`src/rtl/toy_fetch_resp_unit.sv`:
```
// Instruction-fetch responder: slot-based request tracker between the ROB icache port and memory.
// Optional same-cycle response-to-ack forwarding is enabled by defining TOY_FETCH_RESP_BYPASS_EN.
module toy_fetch_resp_unit #(
    parameter int SLOT_NUM   = 4,
    parameter int ADDR_WIDTH = 32,
    parameter int DATA_WIDTH = 128,
    parameter int ID_WIDTH   = 4,
    localparam int TAG_WIDTH = $clog2(SLOT_NUM)
) (
    input  logic                  clk,
    input  logic                  rst,
    input  logic                  fetch_req_vld,
    output logic                  fetch_req_rdy,
    input  logic [ADDR_WIDTH-1:0] fetch_req_addr,
    input  logic [ID_WIDTH-1:0]   fetch_req_entry_id,
    output logic                  mem_req_vld,
    input  logic                  mem_req_rdy,
    output logic [ADDR_WIDTH-1:0] mem_req_addr,
    output logic [TAG_WIDTH-1:0]  mem_req_tag,
    input  logic                  mem_rsp_vld,
    input  logic [TAG_WIDTH-1:0]  mem_rsp_tag,
    input  logic [DATA_WIDTH-1:0] mem_rsp_data,
    output logic                  icache_ack_vld,
    input  logic                  icache_ack_rdy,
    output logic [DATA_WIDTH-1:0] icache_ack_pld,
    output logic [ID_WIDTH-1:0]   icache_ack_entry_id,
    input  logic                  fe_ctrl_flush,
    output logic                  busy,
    output logic                  rsp_err
);

    typedef enum logic [1:0] {
        SLOT_FREE = 2'd0,
        SLOT_PEND = 2'd1,
        SLOT_WAIT = 2'd2,
        SLOT_DONE = 2'd3
    } slot_state_t;

    slot_state_t           state_reg  [SLOT_NUM];
    slot_state_t           state_next [SLOT_NUM];
    logic [ADDR_WIDTH-1:0] addr_reg   [SLOT_NUM];
    logic [ID_WIDTH-1:0]   id_reg     [SLOT_NUM];
    logic [DATA_WIDTH-1:0] data_reg   [SLOT_NUM];
    logic [SLOT_NUM-1:0]   killed_reg;
    logic                  rsp_err_reg;

    logic [SLOT_NUM-1:0] is_free;
    logic [SLOT_NUM-1:0] is_pend;
    logic [SLOT_NUM-1:0] is_wait;
    logic [SLOT_NUM-1:0] is_done;

    genvar gi;
    generate
        for (gi = 0; gi < SLOT_NUM; gi++) begin : g_status
            assign is_free[gi] = (state_reg[gi] == SLOT_FREE);
            assign is_pend[gi] = (state_reg[gi] == SLOT_PEND);
            assign is_wait[gi] = (state_reg[gi] == SLOT_WAIT);
            assign is_done[gi] = (state_reg[gi] == SLOT_DONE);
        end
    endgenerate

    function automatic logic [TAG_WIDTH-1:0] lowest_set(input logic [SLOT_NUM-1:0] vec);
        lowest_set = '0;
        for (int i = SLOT_NUM - 1; i >= 0; i--) begin
            if (vec[i]) lowest_set = TAG_WIDTH'(i);
        end
    endfunction

    logic [TAG_WIDTH-1:0] alloc_idx;
    logic [TAG_WIDTH-1:0] issue_idx;
    logic [TAG_WIDTH-1:0] done_idx;
    logic                 any_free;
    logic                 any_pend;
    logic                 any_done;
    logic                 alloc_fire;
    logic                 issue_fire;
    logic                 rsp_hit;
    logic                 done_ack_fire;
    logic                 bypass_fire;

    assign alloc_idx = lowest_set(is_free);
    assign issue_idx = lowest_set(is_pend);
    assign done_idx  = lowest_set(is_done);
    assign any_free  = |is_free;
    assign any_pend  = |is_pend;
    assign any_done  = |is_done;

    // Flush blocks both new allocation and new memory issue in its cycle.
    assign fetch_req_rdy = any_free && !fe_ctrl_flush;
    assign mem_req_vld   = any_pend && !fe_ctrl_flush;
    assign mem_req_addr  = any_pend ? addr_reg[issue_idx] : '0;
    assign mem_req_tag   = any_pend ? issue_idx : '0;

    assign alloc_fire    = fetch_req_vld && fetch_req_rdy;
    assign issue_fire    = mem_req_vld && mem_req_rdy;
    assign rsp_hit       = mem_rsp_vld && is_wait[mem_rsp_tag];
    assign done_ack_fire = any_done && icache_ack_rdy;

`ifdef TOY_FETCH_RESP_BYPASS_EN
    // Forward only when no DONE slot is queued, so acks never overtake parked results.
    assign bypass_fire = rsp_hit && !any_done && icache_ack_rdy;

    always_comb begin
        icache_ack_vld      = any_done || bypass_fire;
        icache_ack_pld      = '0;
        icache_ack_entry_id = '0;
        if (any_done) begin
            icache_ack_pld      = killed_reg[done_idx] ? '0 : data_reg[done_idx];
            icache_ack_entry_id = id_reg[done_idx];
        end else if (bypass_fire) begin
            icache_ack_pld      = mem_rsp_data;
            icache_ack_entry_id = id_reg[mem_rsp_tag];
        end
    end
`else
    assign bypass_fire = 1'b0;

    always_comb begin
        icache_ack_vld      = any_done;
        icache_ack_pld      = '0;
        icache_ack_entry_id = '0;
        if (any_done) begin
            icache_ack_pld      = killed_reg[done_idx] ? '0 : data_reg[done_idx];
            icache_ack_entry_id = id_reg[done_idx];
        end
    end
`endif

    assign busy    = |(~is_free);
    assign rsp_err = rsp_err_reg;

    always_comb begin
        for (int i = 0; i < SLOT_NUM; i++) begin
            state_next[i] = state_reg[i];
            case (state_reg[i])
                SLOT_FREE: begin
                    if (alloc_fire && alloc_idx == TAG_WIDTH'(i)) state_next[i] = SLOT_PEND;
                end
                SLOT_PEND: begin
                    // Flushed requests never reach memory but still owe the ROB an ack.
                    if (fe_ctrl_flush) state_next[i] = SLOT_DONE;
                    else if (issue_fire && issue_idx == TAG_WIDTH'(i)) state_next[i] = SLOT_WAIT;
                end
                SLOT_WAIT: begin
                    if (rsp_hit && mem_rsp_tag == TAG_WIDTH'(i))
                        state_next[i] = bypass_fire ? SLOT_FREE : SLOT_DONE;
                end
                SLOT_DONE: begin
                    if (done_ack_fire && done_idx == TAG_WIDTH'(i)) state_next[i] = SLOT_FREE;
                end
                default: state_next[i] = SLOT_FREE;
            endcase
        end
    end

    always_ff @(posedge clk) begin
        if (rst) begin
            for (int i = 0; i < SLOT_NUM; i++) begin
                state_reg[i] <= SLOT_FREE;
                addr_reg[i]  <= '0;
                id_reg[i]    <= '0;
                data_reg[i]  <= '0;
            end
            killed_reg  <= '0;
            rsp_err_reg <= 1'b0;
        end else begin
            for (int i = 0; i < SLOT_NUM; i++) begin
                state_reg[i] <= state_next[i];
                if (alloc_fire && alloc_idx == TAG_WIDTH'(i)) begin
                    addr_reg[i]   <= fetch_req_addr;
                    id_reg[i]     <= fetch_req_entry_id;
                    killed_reg[i] <= 1'b0;
                end
                if (is_pend[i] && fe_ctrl_flush) killed_reg[i] <= 1'b1;
                if (rsp_hit && mem_rsp_tag == TAG_WIDTH'(i)) data_reg[i] <= mem_rsp_data;
            end
            if (mem_rsp_vld && !is_wait[mem_rsp_tag]) rsp_err_reg <= 1'b1;
        end
    end

endmodule
```
`config.mk`:
```
export PLATFORM = sky130hd
export DESIGN_NAME = toy_fetch_resp_unit
export DESIGN_NICKNAME = d
export VERILOG_FILES = /design/src/rtl/toy_fetch_resp_unit.sv
export SDC_FILE = /design/constraint.sdc
export NUM_CORES = 1
export LEC_CHECK = 0
export BUFFER_PORTS_ARGS = -buffer_cell sky130_fd_sc_hd__buf_2
export CELL_PAD_IN_SITES_DETAIL_PLACEMENT = 1
export CELL_PAD_IN_SITES_GLOBAL_PLACEMENT = 1
export CORE_AREA = 8 8 237 285
export CTS_BUF_LIST = sky130_fd_sc_hd__clkbuf_4
export DETAILED_ROUTE_END_ITERATION = 10
export DIE_AREA = 0 0 245 293
export HOLD_SLACK_MARGIN = 0.03
export PLACE_DENSITY_LB_ADDON = 0.1
export RECOVER_POWER = 100
export SYNTH_ARGS = -nofsm -noshare
export SYNTH_HDL_FRONTEND = slang
export SYNTH_SLANG_ARGS = --single-unit
```
`constraint.sdc`:
```
create_clock -name clk -period 5.9 [get_ports clk]
set_input_delay 1.18 -clock clk [delete_from_list [all_inputs] [get_ports clk]]
set_output_delay 1.18 -clock clk [all_outputs]
set_load 0.05 [all_outputs]
```
After elaboration in Yosys (flattened, before gate mapping)
Memory sizes are Yosys's and may differ from the RTL's.
Index checks and enable logic that the tools add are counted.

storage, ports and cells
  flip-flop bits (word level) = 5
  bits in writable memories = 664
  input port bits = 173
  output and inout port bits = 171
  logic and storage cells = 193
  memories = 4

memories
  name       words  width  rd ports  clocked after Yosys merged registers in  wr ports  line  text
  data_reg   4      128    1         0                                        4         43    logic [DATA_WIDTH-1:0] data_reg [SLOT_NUM];
  addr_reg   4      32     1         0                                        4         41    logic [ADDR_WIDTH-1:0] addr_reg [SLOT_NUM];
  id_reg     4      4      1         0                                        4         42    logic [ID_WIDTH-1:0] id_reg [SLOT_NUM];
  state_reg  4      2      4         0                                        4         39    slot_state_t state_reg [SLOT_NUM];

operators by class
  $lt $le $gt $ge = 2
  equal/unequal tests = 24
  mux-type cells = 96
  bitwise gates (word level) = 17
  reduce and logical (&&, ||, !) cells = 45

operators by type and width
  cell                count
  $mux 128            6
  $mux 32             5
  $mux 2              37
  $mux 1              37
  $eq 2x2->1 const B  16
  $pmux 2 s4          4
  $logic_and 1x1->1   27
  $mux 4              5
  $eq 2x1->1 const B  8
  $logic_not 2->1     8
  $or 1x1->1          16
  $reduce_or 4->1     4
  $reduce_bool 2->1   4
  $lt 2x3->1 const B  2
  $bmux 1 s2          2
  $not 4->4           1
  $logic_not 1->1     2

Logic depth before layout (Yosys ltp)
Gate-level depths: netlist of the first run.
An unclocked memory read counts as a cell.

  depth after elaboration = 12
  gate-level depth with buffers = 10
  mapped depth without buffers = 7

Least setup slack after synthesis of the first run
No wires, ideal clock.

  path type = input -> register
  from = input port rst
  to = memory data_reg[0][0] (enable)
  setup time = 0.510 ns
  arrival time = 4.770 ns
  required time = 5.390 ns
  slack = 0.620 ns
  stages on the path = 3
  buffers on the path = 2
  cell sequence = clkbuf_1 > clkbuf_1 > nand2b_1

RTL lines
  what                line  text
  start: declaration  11    input logic rst,
  end: declaration    43

==> results of run 1 <==
-- cells in the mapped netlist (3+ instances only) --
master / count / share of area [%]
nor2_1: 26 / 0.31
and2_1: 656 / 13
nor2b_1: 36 / 0.72
a21oi_1: 8 / 0.13
buf_2: 12 / 0.19
inv_1: 18 / 0.22
a211oi_1: 8 / 0.19
nand2_1: 405 / 4.9
clkbuf_1: 136 / 1.6
mux4_2: 33 / 2.4
mux2i_1: 134 / 4.3
o21ai_0: 4 / 0.064
and3_1: 132 / 2.7
dfxtp_1: 13 / 0.84
nand3_1: 132 / 2.1
ha_1: 24 / 0.96
nor4_1: 3 / 0.060
edfxtp_1: 656 / 63
nand2b_1: 16 / 0.32
buf_4: 23 / 0.55
-- how the worst max path moves through the flow --
| stage | startpoint | end | slack [ns] | cells after the start |
|---|---|---|---|---|
| floorplan | rst | data_reg[0][0]$_SDFFCE_PN0P_ | 0.62 | 3 |
| global placement | state_reg[3][0]$_SDFFE_PP0P_ | icache_ack_pld[40] | 1.54 | 8 |
| detailed placement | state_reg[2][0]$_SDFFE_PP0P_ | icache_ack_pld[116] | 1.51 | 8 |
| CTS | state_reg[2][0]$_SDFFE_PP0P_ | icache_ack_pld[40] | 0.37 | 8 |
| global route | state_reg[2][1]$_SDFFE_PP0P_ | mem_req_addr[20] | 0.13 | 9 |
| finish | state_reg[2][0]$_SDFFE_PP0P_ | icache_ack_pld[24] | 0.35 | 9 |
-- tightest hold or removal path: stages (launching register included) --
cell     delay (ns)
dfxtp_1        0.31
nand2_1        0.05
a21oi_1        0.05
-- where the power goes --
part	total (mW)	internal (mW)	switching (mW)	leakage (nW)
combinational	3.23	0.873	2.35	6.90
sequential	5.74	5.62	0.116	6.90
clock	4.01	2.14	1.87	1.28
-- metal layers --
layer	share of wire, %	vias to the layer above	global-route usage, %
met3	6.2	169	6.94
li1	-	9602	-
met1	40	10700	29.5
met5	0.11	-	0
met2	51	592	44.6
met4	2.5	16	9.12
-- per-stage QoR --
step                hold slack (ns)  setup WS, ns  utilization (%)  cells  power [mW]
floorplan                     0.437         0.620                -   2516        8.12
detailed placement            0.453          1.51             53.7   3546        9.14
global placement              0.455          1.54             53.7   3546        9.05
global route                  0.406         0.133             56.7   3840        13.5
finish                        0.462         0.348             56.7   3851        13.0
CTS                           0.381         0.374             57.1   3829        13.2
-- layout make-up --
| cell class | count | area (sq um) |
|---|---|---|
| diodes | 22 | 55.1 |
| clock buffers | 250 | 1880 |
| clock inverters | 33 | 269 |
| fillers | 6640 | 27200 |
| inverters | 18 | 67.6 |
| multi-input cells | 1657 | 10500 |
| flip-flops and latches | 669 | 20000 |
| well taps | 824 | 1030 |
| repair buffers | 378 | 1890 |
-- cells by family (layout without fill, tap and decap cells) --
kind of cell | after synthesis | count (layout) | share of synthesized area, %
adders and majority gates | 24 | 24 | 0.964
DFF | 669 | 669 | 64.1
and+or+nand+nor | 1419 | 1419 | 24.6
buffers and inverters | 190 | 679 | 2.61
muxes | 167 | 167 | 6.69
AOI/OAI and AO/OA | 47 | 47 | 1.09
other | 0 | 22 | 0
==> impl_metrics.env, run 1 <==
export IMPL_place_hpwl_mm=53.2
export IMPL_critPathBufInv=3
export IMPL_final_common_cell="edfxtp_1"
export IMPL_coreArea_sq_um=62800
export IMPL_maxCapViolCount=25
export IMPL_hold_path_class="flip-flop to flip-flop"
export IMPL_htree_num_levels=4
export IMPL_cts_setup_buffers=0
export IMPL_period_share_pct=94.1
export IMPL_worstMarginPinSlew_ns=4.04
export IMPL_fp_dieW_um=245
export IMPL_layout_nets=3092
export IMPL_drtIter0Drc=1166
export IMPL_worstRegToRegCells=5
export IMPL_grt_first_pass_wirelength_mm=139
export IMPL_end_kind="primary output"
export IMPL_cts_sinks=669
export IMPL_cts_hold_buf=0
export IMPL_report_final_slew_viol_count=1157
export IMPL_min_to="killed_reg[0]$_SDFFE_PP0P_"
export IMPL_start_kind="flip-flop"
export IMPL_io_buffers=343
export IMPL_rows=101
export IMPL_gr_total_overflow=0
export IMPL_synth_edf_count=656
export IMPL_final_cell_mix="656 x edfxtp_1, 405 x nand2_1, 389 x and2_0"
export IMPL_grtUsageTotal_pct=25.4
export IMPL_clockRootBuffer="clkbuf_4"
export IMPL_vias_per_cell=5.48
export IMPL_holdCritStartpoint="killed_reg[0]$_SDFFE_PP0P_"
export IMPL_routabilityCongestion=0.770
export IMPL_setup_tns_ns=0
export IMPL_die_area_sq_um=71800
export IMPL_critPathMaxFanout=110
export IMPL_grt_max_degree=135
export IMPL_syn2layout_area_growth_pct=14.3
export IMPL_clock_latency_ns=0.97
export IMPL_syn_area_per_cell_sq_um=12.4
export IMPL_cts_resized_gates=0
export IMPL_layout_drive_gt1_share_pct=19.8
export IMPL_grt_pass1_vias=23500
export IMPL_largest_reg_flops=512
export IMPL_cts_buffer_depth=3
export IMPL_finalSetupViolations=0
export IMPL_final_hold_violation_count=0
export IMPL_dr_pass1_iters=5
export IMPL_ys_seq_elements=669
export IMPL_crit_path_max_incr_delay_ns=0.64
export IMPL_cts_buffers=171
export IMPL_fmax_mhz=180
export IMPL_holdPathStages=2
export IMPL_yosysWarnings=0
export IMPL_worstSetupPathType="flip-flop to primary output"
export IMPL_fin_skew_ns=0.0320
export IMPL_drc=0
export IMPL_yosysUniqueCellTypes=50
export IMPL_ys_seq_area_share_pct=64.1
export IMPL_r2r_end="data_reg[1][14]$_SDFFCE_PN0P_"
export IMPL_powerDensity_nw_per_um2=364
export IMPL_worstPathRequired_ns=4.72
export IMPL_r2r_start="state_reg[1][0]$_SDFFE_PP0P_"
export IMPL_cp_slowest_cell="buf_12"
export IMPL_cts_tree="built"
export IMPL_path_delay_family="buffers and inverters"
export IMPL_via_count=21100
export IMPL_antenna_found_initial=27
export IMPL_finalWirelength_mm=92.2
export IMPL_start_util_pct=49.6
export IMPL_die_y_um=293
export IMPL_routedWlPerCell_um=23.9
export IMPL_grt_setup_unrepaired="no"
export IMPL_ir_drop_mv=0.256
export IMPL_async_reset_ff_share_pct=0
export IMPL_design_area_sq_um=35600
export IMPL_path_cells="ha_1 > nor2b_4 > o21ai_4 > buf_4 > buf_12 > mux2i_1 > nand2_1 > and3_1 > clkbuf_1"
export IMPL_synth_cell_area_sq_um=31200
export IMPL_status="finished with violations"
export IMPL_cellLeakagePower_nw=15.1
export IMPL_r2r_setup_slack_ns=0.87
export IMPL_antenna_left=0
export IMPL_synth_net_count=2713
export IMPL_cp_data_arrival_time_ns=4.37
export IMPL_min_period_ns=5.55
export IMPL_ioPinCount=344
export IMPL_dpl_instance_area_sq_um=33700
export IMPL_clk_pin_slew_ns=0.06
export IMPL_slew_headroom_pct=-169
export IMPL_violations="capacitance limit, slew limit"
export IMPL_ys_flop_type="edfxtp_1"
export IMPL_syn_inst=2516
Power figures use the tool's default switching activity.
==> run 2, diff against run 1 <==
--- a/config.mk
+++ b/config.mk
@@ -5,13 +5,13 @@
 export SDC_FILE = /design/constraint.sdc
 export NUM_CORES = 1
 export LEC_CHECK = 0
-export BUFFER_PORTS_ARGS = -buffer_cell sky130_fd_sc_hd__buf_2
 export CELL_PAD_IN_SITES_DETAIL_PLACEMENT = 1
 export CELL_PAD_IN_SITES_GLOBAL_PLACEMENT = 1
-export CORE_AREA = 8 8 237 285
+export CORE_AREA = 8 8 229 275
 export CTS_BUF_LIST = sky130_fd_sc_hd__clkbuf_4
 export DETAILED_ROUTE_END_ITERATION = 10
-export DIE_AREA = 0 0 245 293
+export DIE_AREA = 0 0 237 283
+export DONT_BUFFER_PORTS = 1
 export HOLD_SLACK_MARGIN = 0.03
 export PLACE_DENSITY_LB_ADDON = 0.1
 export RECOVER_POWER = 100
==> run 2 against run 1 <==
Critical path type unchanged; register-to-register slack worse by 0.45 ns; non-clock buffer count down 345; global-route usage up 0.37 points; the flow still finishes with violations (capacitance limit, slew limit); maximum frequency down 2.8%; count of clock-buffer cells in the layout down 3; critical endpoint is now icache_ack_entry_id[1]; critical path depth down 3.
==> impl_metrics.env, run 2 (synthesis results as in run 1) <==
export IMPL_p_sw_share_pct=33.5
export IMPL_r2r_setup_slack_ns=0.42
export IMPL_syn2layout_area_growth_pct=8.35
export IMPL_comb_power_share_pct=23.4
export IMPL_layout_drive_gt1_share_pct=12.4
export IMPL_path_delay_family="compound AO/OA/AOI/OAI gates"
export IMPL_drtIter0Drc=1137
export IMPL_crit_end="icache_ack_entry_id[1]"
export IMPL_r2r_start="state_reg[2][0]$_SDFFE_PP0P_"
export IMPL_critPathMaxFanout=132
export IMPL_grt_setup_unrepaired="no"
export IMPL_worstMarginPinSlew_ns=3.68
export IMPL_ir_drop_mv=0.255
export IMPL_layout_nets=2744
export IMPL_largest_reg_flops=512
export IMPL_worstPathRequired_ns=4.72
export IMPL_cts_sinks=669
export IMPL_clk_pin_slew_ns=0.06
export IMPL_die_y_um=283
export IMPL_fp_dieW_um=237
export IMPL_cp_data_arrival_time_ns=4.53
export IMPL_switchingPower_mw=4.19
export IMPL_clockRootBuffer="clkbuf_4"
export IMPL_period_share_pct=96.8
export IMPL_critPathBufInv=1
export IMPL_fmax_mhz=175
export IMPL_crit_cells=6
export IMPL_ioPinCount=344
export IMPL_worstRegToRegCells=5
export IMPL_io_buffers=0
export IMPL_clock_power_share_pct=30.7
export IMPL_cts_setup_buffers=0
export IMPL_final_common_cell="edfxtp_1"
export IMPL_cp_slowest_cell="a211oi_2"
export IMPL_r2r_end="data_reg[2][46]$_SDFFCE_PN0P_"
export IMPL_rows=98
export IMPL_maxCapViolCount=25
export IMPL_cts_resized_gates=0
export IMPL_fin_skew_ns=0.0713
export IMPL_crit_path_max_incr_delay_ns=0.98
export IMPL_finalSetupViolations=0
export IMPL_setup_tns_ns=0
export IMPL_violations="capacitance limit, slew limit"
export IMPL_report_final_slew_viol_count=1103
export IMPL_routedWlPerCell_um=25.9
export IMPL_place_hpwl_mm=53.7
export IMPL_cts_buffers=166
export IMPL_htree_num_levels=4
export IMPL_grt_max_degree=133
export IMPL_final_hold_violation_count=0
export IMPL_holdPathStages=1
export IMPL_cellLeakagePower_nw=13.8
export IMPL_crit_path_start="state_reg[3][0]$_SDFFE_PP0P_"
export IMPL_cts_hold_buf=0
export IMPL_cts_tree="built"
export IMPL_grt_first_pass_wirelength_mm=131
export IMPL_path_cells="ha_1 > nor2b_2 > o21ai_0 > buf_12 > mux2i_1 > a211oi_2"
export IMPL_antenna_found_initial=5
export IMPL_finalWirelength_mm=88.4
export IMPL_coreArea_sq_um=58700
export IMPL_worstSetupPathType="flip-flop to primary output"
export IMPL_vias_per_cell=5.78
export IMPL_place_inst=3127
export IMPL_dr_pass1_iters=4
export IMPL_status="finished with violations"
export IMPL_antenna_left=0
export IMPL_slew_headroom_pct=-145
export IMPL_routabilityCongestion=0.872
export IMPL_end_kind="primary output"
export IMPL_clock_latency_ns=0.98
export IMPL_final_cell_mix="656 x edfxtp_1, 413 x and2_0, 405 x nand2_1"
export IMPL_die_area_sq_um=67100
export IMPL_grtUsageTotal_pct=25.7
export IMPL_powerDensity_nw_per_um2=371
export IMPL_p_int_mw=8.32
export IMPL_cts_buffer_depth=3
export IMPL_via_count=19700
export IMPL_hold_path_class="primary input to flip-flop"
export IMPL_pwr_share_seq_pct=45.9
export IMPL_instances_no_fill=3417
export IMPL_start_util_pct=53.0
export IMPL_grt_pass1_vias=21600
export IMPL_start_kind="flip-flop"
export IMPL_gr_total_overflow=0
export IMPL_drc=0
export IMPL_min_period_ns=5.71
run 2: cell count changes in the layout (fill, tap and decap cells not counted), sizes merged, moves of 2 or more:
cell | previous run | this run
bufinv | 5 | 2
buf | 243 | 15
clkinv | 21 | 31
clkbuf | 385 | 265
inv | 23 | 21
clkinvlp | 2 | 0
diode | 22 | 5
run 2: worst register-to-register path, stage by stage (launching register included):
cell and delay [ns]:
dfxtp_1 0.36, inv_1 0.19, ha_1 0.25, nand2_1 0.13
nand2b_1 2.40, buf_2 1.71
run 2: power groups by stage:
stage          logic (mW)  clock network (mW)  registers, mW
6_report             2.93                3.84           5.75
5_1_grt              3.10                4.15           5.78
4_1_cts              2.99                3.95           5.73
3_5_place_dp         2.98                   0           5.83
3_3_place_gp         2.94                   0           5.80
2_1_floorplan        2.30                   0           5.81
run 2: stage by stage:
step	util [%]	worst slack, ns	total power, mW	cell area [sq um]	hold WS (ns)
after floorplan	-	0.620	8.12	31200	0.437
after global placement	54.3	1.23	8.73	31900	0.455
after detailed placement	54.3	1.15	8.81	31900	0.458
after CTS	57.8	0.0155	12.7	34000	0.129
after global routing	57.5	0.0378	13.0	33700	0.182
final	57.5	0.187	12.5	33800	0.279
run 2: final cells by class:
| class | instances | area (sq um) |
|---|---|---|
| Timing Repair Buffer | 33 | 234 |
| Clock buffer | 247 | 1850 |
| Multi-Input combinational cell | 1659 | 10500 |
| Antenna cell | 5 | 12.5 |
| Sequential cell | 669 | 20000 |
| Fill cell | 5938 | 25000 |
| Clock inverter | 36 | 201 |
| Tap cell | 750 | 938 |
| Inverter | 18 | 67.6 |
run 2: how the worst min path moves through the flow:
stage / start / end / slack (ns)
after floorplan: killed_reg[1]$_SDFFE_PP0P_ / killed_reg[1]$_SDFFE_PP0P_ / 0.44
after global placement: killed_reg[0]$_SDFFE_PP0P_ / killed_reg[0]$_SDFFE_PP0P_ / 0.45
after detailed placement: killed_reg[1]$_SDFFE_PP0P_ / killed_reg[1]$_SDFFE_PP0P_ / 0.46
after CTS: rst / killed_reg[3]$_SDFFE_PP0P_ / 0.13
after global routing: rst / rsp_err$_SDFFE_PP0P_ / 0.18
final: rst / killed_reg[3]$_SDFFE_PP0P_ / 0.28
run 2: routing by layer:
metal | global-route usage, % | part of all wire [%] | vias to the layer above
met4 | 12.0 | 4.0 | 4
met3 | 8.79 | 7.6 | 189
li1 | - | - | 8904
met5 | 0 | 0.027 | -
met1 | 28.5 | 37 | 10000
met2 | 44.1 | 51 | 625
==> run 3, diff against run 2 <==
--- a/config.mk
+++ b/config.mk
@@ -7,10 +7,10 @@
 export LEC_CHECK = 0
 export CELL_PAD_IN_SITES_DETAIL_PLACEMENT = 1
 export CELL_PAD_IN_SITES_GLOBAL_PLACEMENT = 1
-export CORE_AREA = 8 8 229 275
-export CTS_BUF_LIST = sky130_fd_sc_hd__clkbuf_4
+export CORE_AREA = 2 2 223 269
+export CTS_BUF_LIST = sky130_fd_sc_hd__clkbuf_4 sky130_fd_sc_hd__clkbuf_8
 export DETAILED_ROUTE_END_ITERATION = 10
-export DIE_AREA = 0 0 237 283
+export DIE_AREA = 0 0 225 271
 export DONT_BUFFER_PORTS = 1
 export HOLD_SLACK_MARGIN = 0.03
 export PLACE_DENSITY_LB_ADDON = 0.1
==> constraint.sdc (replaced) <==
create_clock -name clk -period 5.9 [get_ports clk]
set_input_delay 1.18 -clock clk [delete_from_list [all_inputs] [get_ports clk]]
set_output_delay 1.18 -clock clk [all_outputs]
set_load 0.02 [all_outputs]
==> run 3 against run 2 <==
The run still ends with capacitance limit, slew limit left; highest routed layer unchanged; total power is 5.9% lower; worst setup slack gained 0.21 ns; sequential cell count is the same; sequential share of layout area is 0.41 points higher; first-iteration DRC count is 32% higher; register-to-register slack better by 0.07 ns; die area is 9.1% lower.
==> impl_metrics.env, run 3 (synthesis results as in run 1) <==
export IMPL_status="finished with violations"
export IMPL_violations="capacitance limit, slew limit"
export IMPL_largest_reg_flops=512
export IMPL_period_share_pct=93.3
export IMPL_clockRootBuffer="clkbuf_8"
export IMPL_layout_drive_gt1_share_pct=8.56
export IMPL_maxCapViolCount=21
export IMPL_final_cell_mix="656 x edfxtp_1, 405 x nand2_1, 400 x and2_0"
export IMPL_io_buffers=0
export IMPL_instances_no_fill=3303
export IMPL_antenna_found_initial=2
export IMPL_fin_skew_ns=0.0337
export IMPL_gr_total_overflow=0
export IMPL_setup_ws_ns=0.398
export IMPL_cp_data_arrival_time_ns=4.32
export IMPL_coreArea_sq_um=58100
export IMPL_place_inst=3111
export IMPL_dpl_instance_area_sq_um=31800
export IMPL_critPathMaxFanout=93
export IMPL_cts_resized_gates=0
export IMPL_routedWlPerCell_um=25.5
export IMPL_cts_buffers=104
export IMPL_final_hold_violation_count=0
export IMPL_drtIter0Drc=1496
export IMPL_grtUsageTotal_pct=27.7
export IMPL_grt_first_pass_wirelength_mm=127
export IMPL_die_y_um=271
export IMPL_die_area_sq_um=61000
export IMPL_layout_nets=2672
export IMPL_final_common_cell="edfxtp_1"
export IMPL_cellLeakagePower_nw=13.6
export IMPL_drc=0
export IMPL_ir_drop_mv=0.191
export IMPL_place_hpwl_mm=50.0
export IMPL_finalPower_mw=11.8
export IMPL_dr_pass1_iters=5
export IMPL_ioPinCount=344
export IMPL_cts_hold_buf=0
export IMPL_report_final_slew_viol_count=1011
export IMPL_hold_path_class="flip-flop to flip-flop"
export IMPL_fmax_mhz=182
export IMPL_grt_max_degree=129
export IMPL_fp_dieW_um=225
export IMPL_start_util_pct=53.6
export IMPL_worstMarginPinSlew_ns=3.92
export IMPL_via_count=19300
export IMPL_antenna_left=0
export IMPL_min_period_ns=5.50
export IMPL_grt_pass1_vias=20600
export IMPL_syn2layout_area_growth_pct=7.61
export IMPL_cts_setup_buffers=0
export IMPL_cts_sinks=669
export IMPL_cts_tree="built"
export IMPL_grt_setup_unrepaired="no"
export IMPL_finalSetupViolations=0
export IMPL_slew_headroom_pct=-161
export IMPL_worstPathRequired_ns=4.72
export IMPL_design_area_sq_um=33500
export IMPL_rows=97
export IMPL_setup_tns_ns=0
export IMPL_clock_latency_ns=0.71
export IMPL_powerDensity_nw_per_um2=351
export IMPL_start_kind="flip-flop"
export IMPL_holdWs_ns=0.475
export IMPL_finalWirelength_mm=84.3
export IMPL_cts_buffer_depth=3
export IMPL_clk_pin_slew_ns=0.06
export IMPL_place_ws_ns=1.03
export IMPL_end_kind="primary output"
export IMPL_htree_num_levels=3
export IMPL_routabilityCongestion=0.800
export IMPL_vias_per_cell=5.84
export IMPL_postLayoutCoreUtil_pct=57.7
export IMPL_worstSetupPathType="flip-flop to primary output"
-- run 3: per-layer routing --
metal | track usage, % | part of all wire (%) | up-vias
met3 | 7.52 | 7.2 | 149
met5 | 0 | 0.014 | -
li1 | - | - | 8669
met1 | 34.2 | 39 | 9889
met2 | 46.9 | 51 | 574
met4 | 9.72 | 3.2 | 2
-- run 3: report_power, final --
part | internal [mW] | switching, mW
Combinational | 0.681 | 1.62
Clock | 1.91 | 1.82
Sequential | 5.63 | 0.118
Total | 8.22 | 3.56
-- run 3: area by class of cell --
type                       count  area, sq um
antenna                        4         10.0
clock buffer                 144         1750
clock inverter                44          206
fill                        5827        24600
inverter                      18         67.6
multi-input combinational   1657        10400
sequential                   669        20000
tap                          742          928
timing repair buffer          25          179
-- run 3: worst paths after layout --
kind,slack (ns),startpoint,end,cells past startpoint
min reg2reg,0.47,killed_reg[1]$_SDFFE_PP0P_,killed_reg[1]$_SDFFE_PP0P_,2
min,0.47,killed_reg[1]$_SDFFE_PP0P_,killed_reg[1]$_SDFFE_PP0P_,2
max reg2reg,0.49,state_reg[1][0]$_SDFFE_PP0P_,data_reg[1][1]$_SDFFCE_PN0P_,5
max,0.40,state_reg[1][0]$_SDFFE_PP0P_,icache_ack_pld[106],7
-- run 3: worst max-delay path, cell delays in order, from the launching register on --
cell and delay (ns):
dfxtp_1 0.35, ha_1 0.33, nor2_1 0.34, o21a_4 0.97, nand3_1 0.16, a21oi_1 0.29
buf_4 0.68, and3_1 0.43
